File: src/rtl/regfile.sv
`default_nettype none
// ============================================================================
// Module   : regfile
// Purpose  : 2^ADDR_W x WIDTH register file, two async reads, one sync write,
//            x0 hardwired to zero. Define WRITE_BYPASS_EN to forward wd3 to
//            any read port that addresses the register being written.
// Revision : 1.0
// ============================================================================
module regfile #(
    parameter int WIDTH  = 32,
    parameter int ADDR_W = 5
) (
    input  logic              clk,
    input  logic              we3,
    input  logic [ADDR_W-1:0] ra1,
    input  logic [ADDR_W-1:0] ra2,
    input  logic [ADDR_W-1:0] wa3,
    input  logic [WIDTH-1:0]  wd3,
    output logic [WIDTH-1:0]  rd1,
    output logic [WIDTH-1:0]  rd2,
    input  logic              rst_n
);

    localparam int c_DEPTH = 1 << ADDR_W;

    logic              w_wr_en;
    logic [WIDTH-1:0]  w_regs [0:c_DEPTH-1];

    assign w_wr_en   = we3 && (wa3 != '0);
    assign w_regs[0] = '0;

    // Entry 0 has no storage; each remaining entry is its own register.
    generate
        for (genvar gi = 1; gi < c_DEPTH; gi++) begin : g_reg
            logic [WIDTH-1:0] r_q;

            always_ff @(posedge clk or negedge rst_n) begin
                if (!rst_n) begin
                    r_q <= '0;
                end else if (w_wr_en && (wa3 == ADDR_W'(gi))) begin
                    r_q <= wd3;
                end
            end

            assign w_regs[gi] = r_q;
        end
    endgenerate

`ifdef WRITE_BYPASS_EN
    logic w_byp1;
    logic w_byp2;

    // Stored value is already zero in reset, so only the forward needs gating.
    assign w_byp1 = rst_n && w_wr_en && (ra1 == wa3);
    assign w_byp2 = rst_n && w_wr_en && (ra2 == wa3);

    assign rd1 = w_byp1 ? wd3 : w_regs[ra1];
    assign rd2 = w_byp2 ? wd3 : w_regs[ra2];
`else
    assign rd1 = w_regs[ra1];
    assign rd2 = w_regs[ra2];
`endif

endmodule
`default_nettype wire

File: config.mk
export PLATFORM = sky130hd
export DESIGN_NAME = regfile
export DESIGN_NICKNAME = d
export VERILOG_FILES = /design/src/rtl/regfile.sv
export SDC_FILE = /design/constraint.sdc
export NUM_CORES = 2
export LEC_CHECK = 0
export BUFFER_PORTS_ARGS = -buffer_cell sky130_fd_sc_hd__buf_2
export CORE_MARGIN = 1.5
export CORE_UTILIZATION = 35
export CTS_BUF_LIST = sky130_fd_sc_hd__clkbuf_16
export CTS_CLUSTER_DIAMETER = 120
export DETAILED_ROUTE_END_ITERATION = 12
export GPL_ROUTABILITY_DRIVEN = 0
export REMOVE_ABC_BUFFERS = 1
export SLEW_MARGIN = 40
export SYNTH_ARGS = -nofsm -noshare
export SYNTH_HDL_FRONTEND = slang
export SYNTH_SLANG_ARGS = --single-unit
File: constraint.sdc
create_clock -name clk -period 5.6 [get_ports clk]
set_input_delay 1.12 -clock clk [delete_from_list [all_inputs] [get_ports clk]]
set_output_delay 1.12 -clock clk [all_outputs]
set_load 0.1 [all_outputs]
### Yosys cells after proc, flatten, opt, wreduce, memory -nomap -nowiden

Index checks and enable logic that the tools add are counted.

* $lt $le $gt $ge: 2
* equal/unequal tests: 31
* muxes and demuxes: 6
* bitwise logic cells: 2
* reductions and logical operators: 33

Operator list (count)
* 32-bit binary-select mux with 5-bit select: 2
* 32-bit 2-to-1 mux: 4
* 5-bit equality test, second input constant: 16
* 5-bit by 4-bit equality test with 1-bit output, second input constant: 8
* 1-bit logical AND: 32
* 5-bit by 3-bit equality test with 1-bit output, second input constant: 4
* 6-bit >= comparator, second input constant: 2
* 5-bit inverter with 6-bit output: 2
* 5-bit by 2-bit equality test with 1-bit output, second input constant: 2
* 5-bit by 1-bit equality test with 1-bit output, second input constant: 1
* 5-bit nonzero test: 1

* register bits after elaboration: 992
* bits of input ports: 50
* logic and storage cells: 105

### Logic depth before layout (Yosys ltp)

* word-level depth: 4
* depth in mapped cells: 9
* mapped depth without buffers: 4

### Worst setup path after synthesis

No wires, ideal clock.

* path kind: input to output
* start point: input ra1[0]
* end point: output rd1[0]
* arrival time: 4576 ps
* data required time: 4480 ps
* path slack: -96 ps
* cell stages on the path: 8
* buffers on the path: 5
* path through: buf_2 buf_4 buf_4 buf_4 buf_1 a22o_1 a211oi_1 o31ai_1

* cells in the longest elaborated chain, start to end: 4

RTL lines
* start: declaration: RTL line 15 `input logic [ADDR_W-1:0] ra1,`
* 5-bit inverter with 6-bit output (implied by the code): RTL line 60 `assign rd1 = w_regs[ra1];`
* 32-bit binary-select mux with 5-bit select: RTL line 60
* 32-bit 2-to-1 mux (implied by the code) (2 in series): RTL line 60
* end: declaration: RTL line 19 `output logic [WIDTH-1:0] rd1,`

No other way between the ends. The select of a mux whose other input is x is not followed.

### Final worst setup path

* start point: input ra2[1]
* end point: output rd2[9]

* cells in the longest elaborated chain, start to end: 4

RTL lines
* start: declaration: RTL line 16 `input logic [ADDR_W-1:0] ra2,`
* 5-bit inverter with 6-bit output (implied by the code): RTL line 61 `assign rd2 = w_regs[ra2];`
* 32-bit binary-select mux with 5-bit select: RTL line 61
* 32-bit 2-to-1 mux (implied by the code) (2 in series): RTL line 61
* end: declaration: RTL line 20 `output logic [WIDTH-1:0] rd2,`

No other way between the ends. The select of a mux whose other input is x is not followed.

==> results.yml <==
run_status:
  run_status: "completed"
yosys:
  yosys_warnings: 0
  ys_types: 31
  yosysTopAreaCell: "dfrtp_1"
  synth_area_per_cell_um2: 14.6
  synthCells: 3644
  syn-cell-area_um2: 53100
  synth-seq-cells: 992
  synth_area_leaders: "dfrtp_1 47%, mux2_2 22%, mux4_2 16%, a22o_1 3.2%, mux2i_1 3.1%"
  seq_area_frac_synth: 0.468
  synth_top_area_frac: 0.468
power_and_ir_drop:
  peakVddDrop_mv: 0.214
  clkPwrFrac: 0.317
  power.share.combinational: 0.241
  p_int_w: 0.0152
  p_switching_w: 0.00647
  leakage_nw: 26.0
  powerDensity_nw_per_um2: 359
  power_frac_seq: 0.442
  switching_share: 0.298
detailed_routing:
  wirelength_um: 172000
  viasPerCell: 6.03
  drt_iter0_markers: 3142
  wl_per_cell_um: 30.1
  drt_pass1_iterations: 5
  drcViolationCount: 0
  ant_nets: 0
  via_count: 34500
clocking:
  cts_tree: "yes"
  numCtsBuffers: 106
  cts_max_level: 3
  cts-root-buf: "clkbuf_16"
  clock_sinks: 992
  cts_hold_buffers: 0
  clk_latency_ns: 0.72
  cts_resized: 0
  postCtsSetupBuffers: 0
  cts_buffer_depth: 3
  clk_pin_slew_ns: 0.06
global_route:
  grt_use_met1: 0.320
  grt_pass1_vias: 35300
  track_usage: 0.225
  grt_pass1_wl_um: 254000
  grt_overflow: 0
  grt.busiest_layer: "met2"
  antenna_found_initial: 9
  use_met3: 0.0376
  grt_max_degree: 114
  met2_usage: 0.353
critical_path:
  cp.arrival_ns: 3.90
  r2r_start: "g_reg[20].r_q[4]$_DFFE_PN0P_"
  crit_path_start_kind: "primary input"
  crit_cells: 8
  critical_path_class: "in -> out"
  reg2reg_to: "g_reg[20].r_q[4]$_DFFE_PN0P_"
  worstPathRequired_ns: 4.48
  r2r_slack_ns: 4.79
  cp-endpoint: "rd2[9]"
  crit_chain: "buf_6 -> nand2b_2 -> buf_12 -> o22ai_1 -> a211oi_1 -> o31ai_1 -> buf_4 -> buf_12"
  worstSetupStartpoint: "ra2[1]"
  worst-path-buf-inv: 4
  critPathMaxStageDelay_ns: 0.74
  worstPathMaxFanout: 28
  endpoint_kind: "primary output"
  cpMaxStageDelayCell: "nand2b_2"
  r2r_cells: 1
  cpMostUsedCell: "buf_12"
  critPathTopFamily: "buffers and inverters"
place:
  io_buffer_count: 113
  hpwl_um: 103000
  place_inst: 5528
  dpl_worst_slack_ns: 0.602
sta:
  max_slew.worst_pin.slew_ns: 0.928
  relSlewSlack: 0.381
  worst_slack_ns: 0.585
  finalCriticalPeriod_ns: 5.02
  setup_violations: 0
  max_freq_mhz: 199
  finalCritPeriodShare: 0.896
  fin_setup_tns_ns: 0
  skew_ns: 0
  rsz0062_at_grt: "false"
  maxSlewViolCount: 0
  hold_violations: 0
die:
  ios: 114
  die_w_um: 392
  start_util: 0.354
  fp.coreArea_um2: 150000
  die_h_um: 392
  row_count: 142
  die_area_um2: 154000
layout:
  largest_register: "g.r_q"
  top_regs: "g.r_q (992)"
  layout_commonest_cell: "mux2_2"
  nets: 3670
  fill_cells: 13800
  syn2layout_area_growth_pct: 13.8
  final_cells: 5723
  final_cell_mix: "1042 x mux2_2, 992 x dfrtp_1, 384 x mux4_2"
  drive_gt1_frac: 0.511
  largest_reg_flops: 992
flow_run:
  cap_violations: 0
worst_hold_path:
  min_path_type: "in -> async"
## cell type report
| class | count | area, µm² | share of cell area |
|---|---|---|---|
| repair buffers | 278 | 3000 | 0.0497 |
| diodes | 2 | 5.00 | 0.0000828 |
| flip-flops and latches | 992 | 24800 | 0.411 |
| clock inverters | 85 | 607 | 0.0100 |
| well taps | 2016 | 2520 | 0.0417 |
| inverters | 2 | 10.0 | 0.000166 |
| clock buffers | 108 | 2700 | 0.0447 |
| multi-input cells | 2240 | 26700 | 0.443 |
## metal layers
layer	wire [µm]	part of all wire
met2	80500	0.47
met1	76100	0.44
met3	11200	0.065
met5	77	0.00045
met4	4460	0.026
## kinds of logic (layout without fill, tap and decap cells)
family / count (synthesis) / in the layout / share of synthesized area
compound gates: 447 / 447 / 0.0632
buf+inv: 412 / 473 / 0.0330
flops: 992 / 992 / 0.468
mux: 1601 / 1601 / 0.417
other cells: 0 / 2 / 0
simple gates: 192 / 192 / 0.0189
## through the flow
step,power (W),area (µm²),utilization,hold slack (ns)
3_5_place_dp,0.0150,57100,0.380,0.502
2_1_floorplan,0.0131,51300,-,0.470
6_report,0.0217,60400,0.402,0.302
5_1_grt,0.0227,60400,0.402,0.307
4_1_cts,0.0219,60400,0.402,0.281
3_3_place_gp,0.0148,57000,0.380,0.498
## power by group through the flow
stage	Sequential, W	Combinational, W	Clock (W)
after floorplan	0.00933	0.00374	0
after global placement	0.00965	0.00516	0
after detailed placement	0.00971	0.00524	0
after CTS	0.00958	0.00526	0.00701
after global routing	0.00981	0.00556	0.00730
final	0.00961	0.00524	0.00687
## Yosys cell counts
cell type	n
nor2b_1	8
dfrtp_1	992
buf_1	48
inv_2	1
or4_1	1
clkbuf_1	223
buf_4	13
a211oi_1	64
nor3b_2	2
and4bb_1	1
mux2_2	1042
mux4_2	384
o21ai_0	64
buf_2	126
inv_1	1
nand4_1	1
nand4b_1	3
nor4b_1	1
mux2_1	13
nor4_2	2
nand2_1	80
or3_1	2
nor2_1	14
mux2i_1	162
o22ai_1	64
nor3_1	3
and2_1	34
and3_1	34
a22o_1	191
o31ai_1	64
nand2b_1	6
## worst min-delay path by stage
| stage | from | endpoint | slack [ns] | cells after the start |
|---|---|---|---|---|
| global route | rst_n | g_reg[4].r_q[6]$_DFFE_PN0P_ | 0.31 | 1 |
| CTS | rst_n | g_reg[4].r_q[6]$_DFFE_PN0P_ | 0.28 | 1 |
| finish | rst_n | g_reg[4].r_q[6]$_DFFE_PN0P_ | 0.30 | 1 |
| global placement | g_reg[17].r_q[7]$_DFFE_PN0P_ | g_reg[17].r_q[7]$_DFFE_PN0P_ | 0.50 | 1 |
| detailed placement | g_reg[24].r_q[3]$_DFFE_PN0P_ | g_reg[24].r_q[3]$_DFFE_PN0P_ | 0.50 | 1 |
| floorplan | g_reg[28].r_q[6]$_DFFE_PN0P_ | g_reg[28].r_q[6]$_DFFE_PN0P_ | 0.47 | 1 |
No activity file was read; power rests on OpenSTA's default activity.
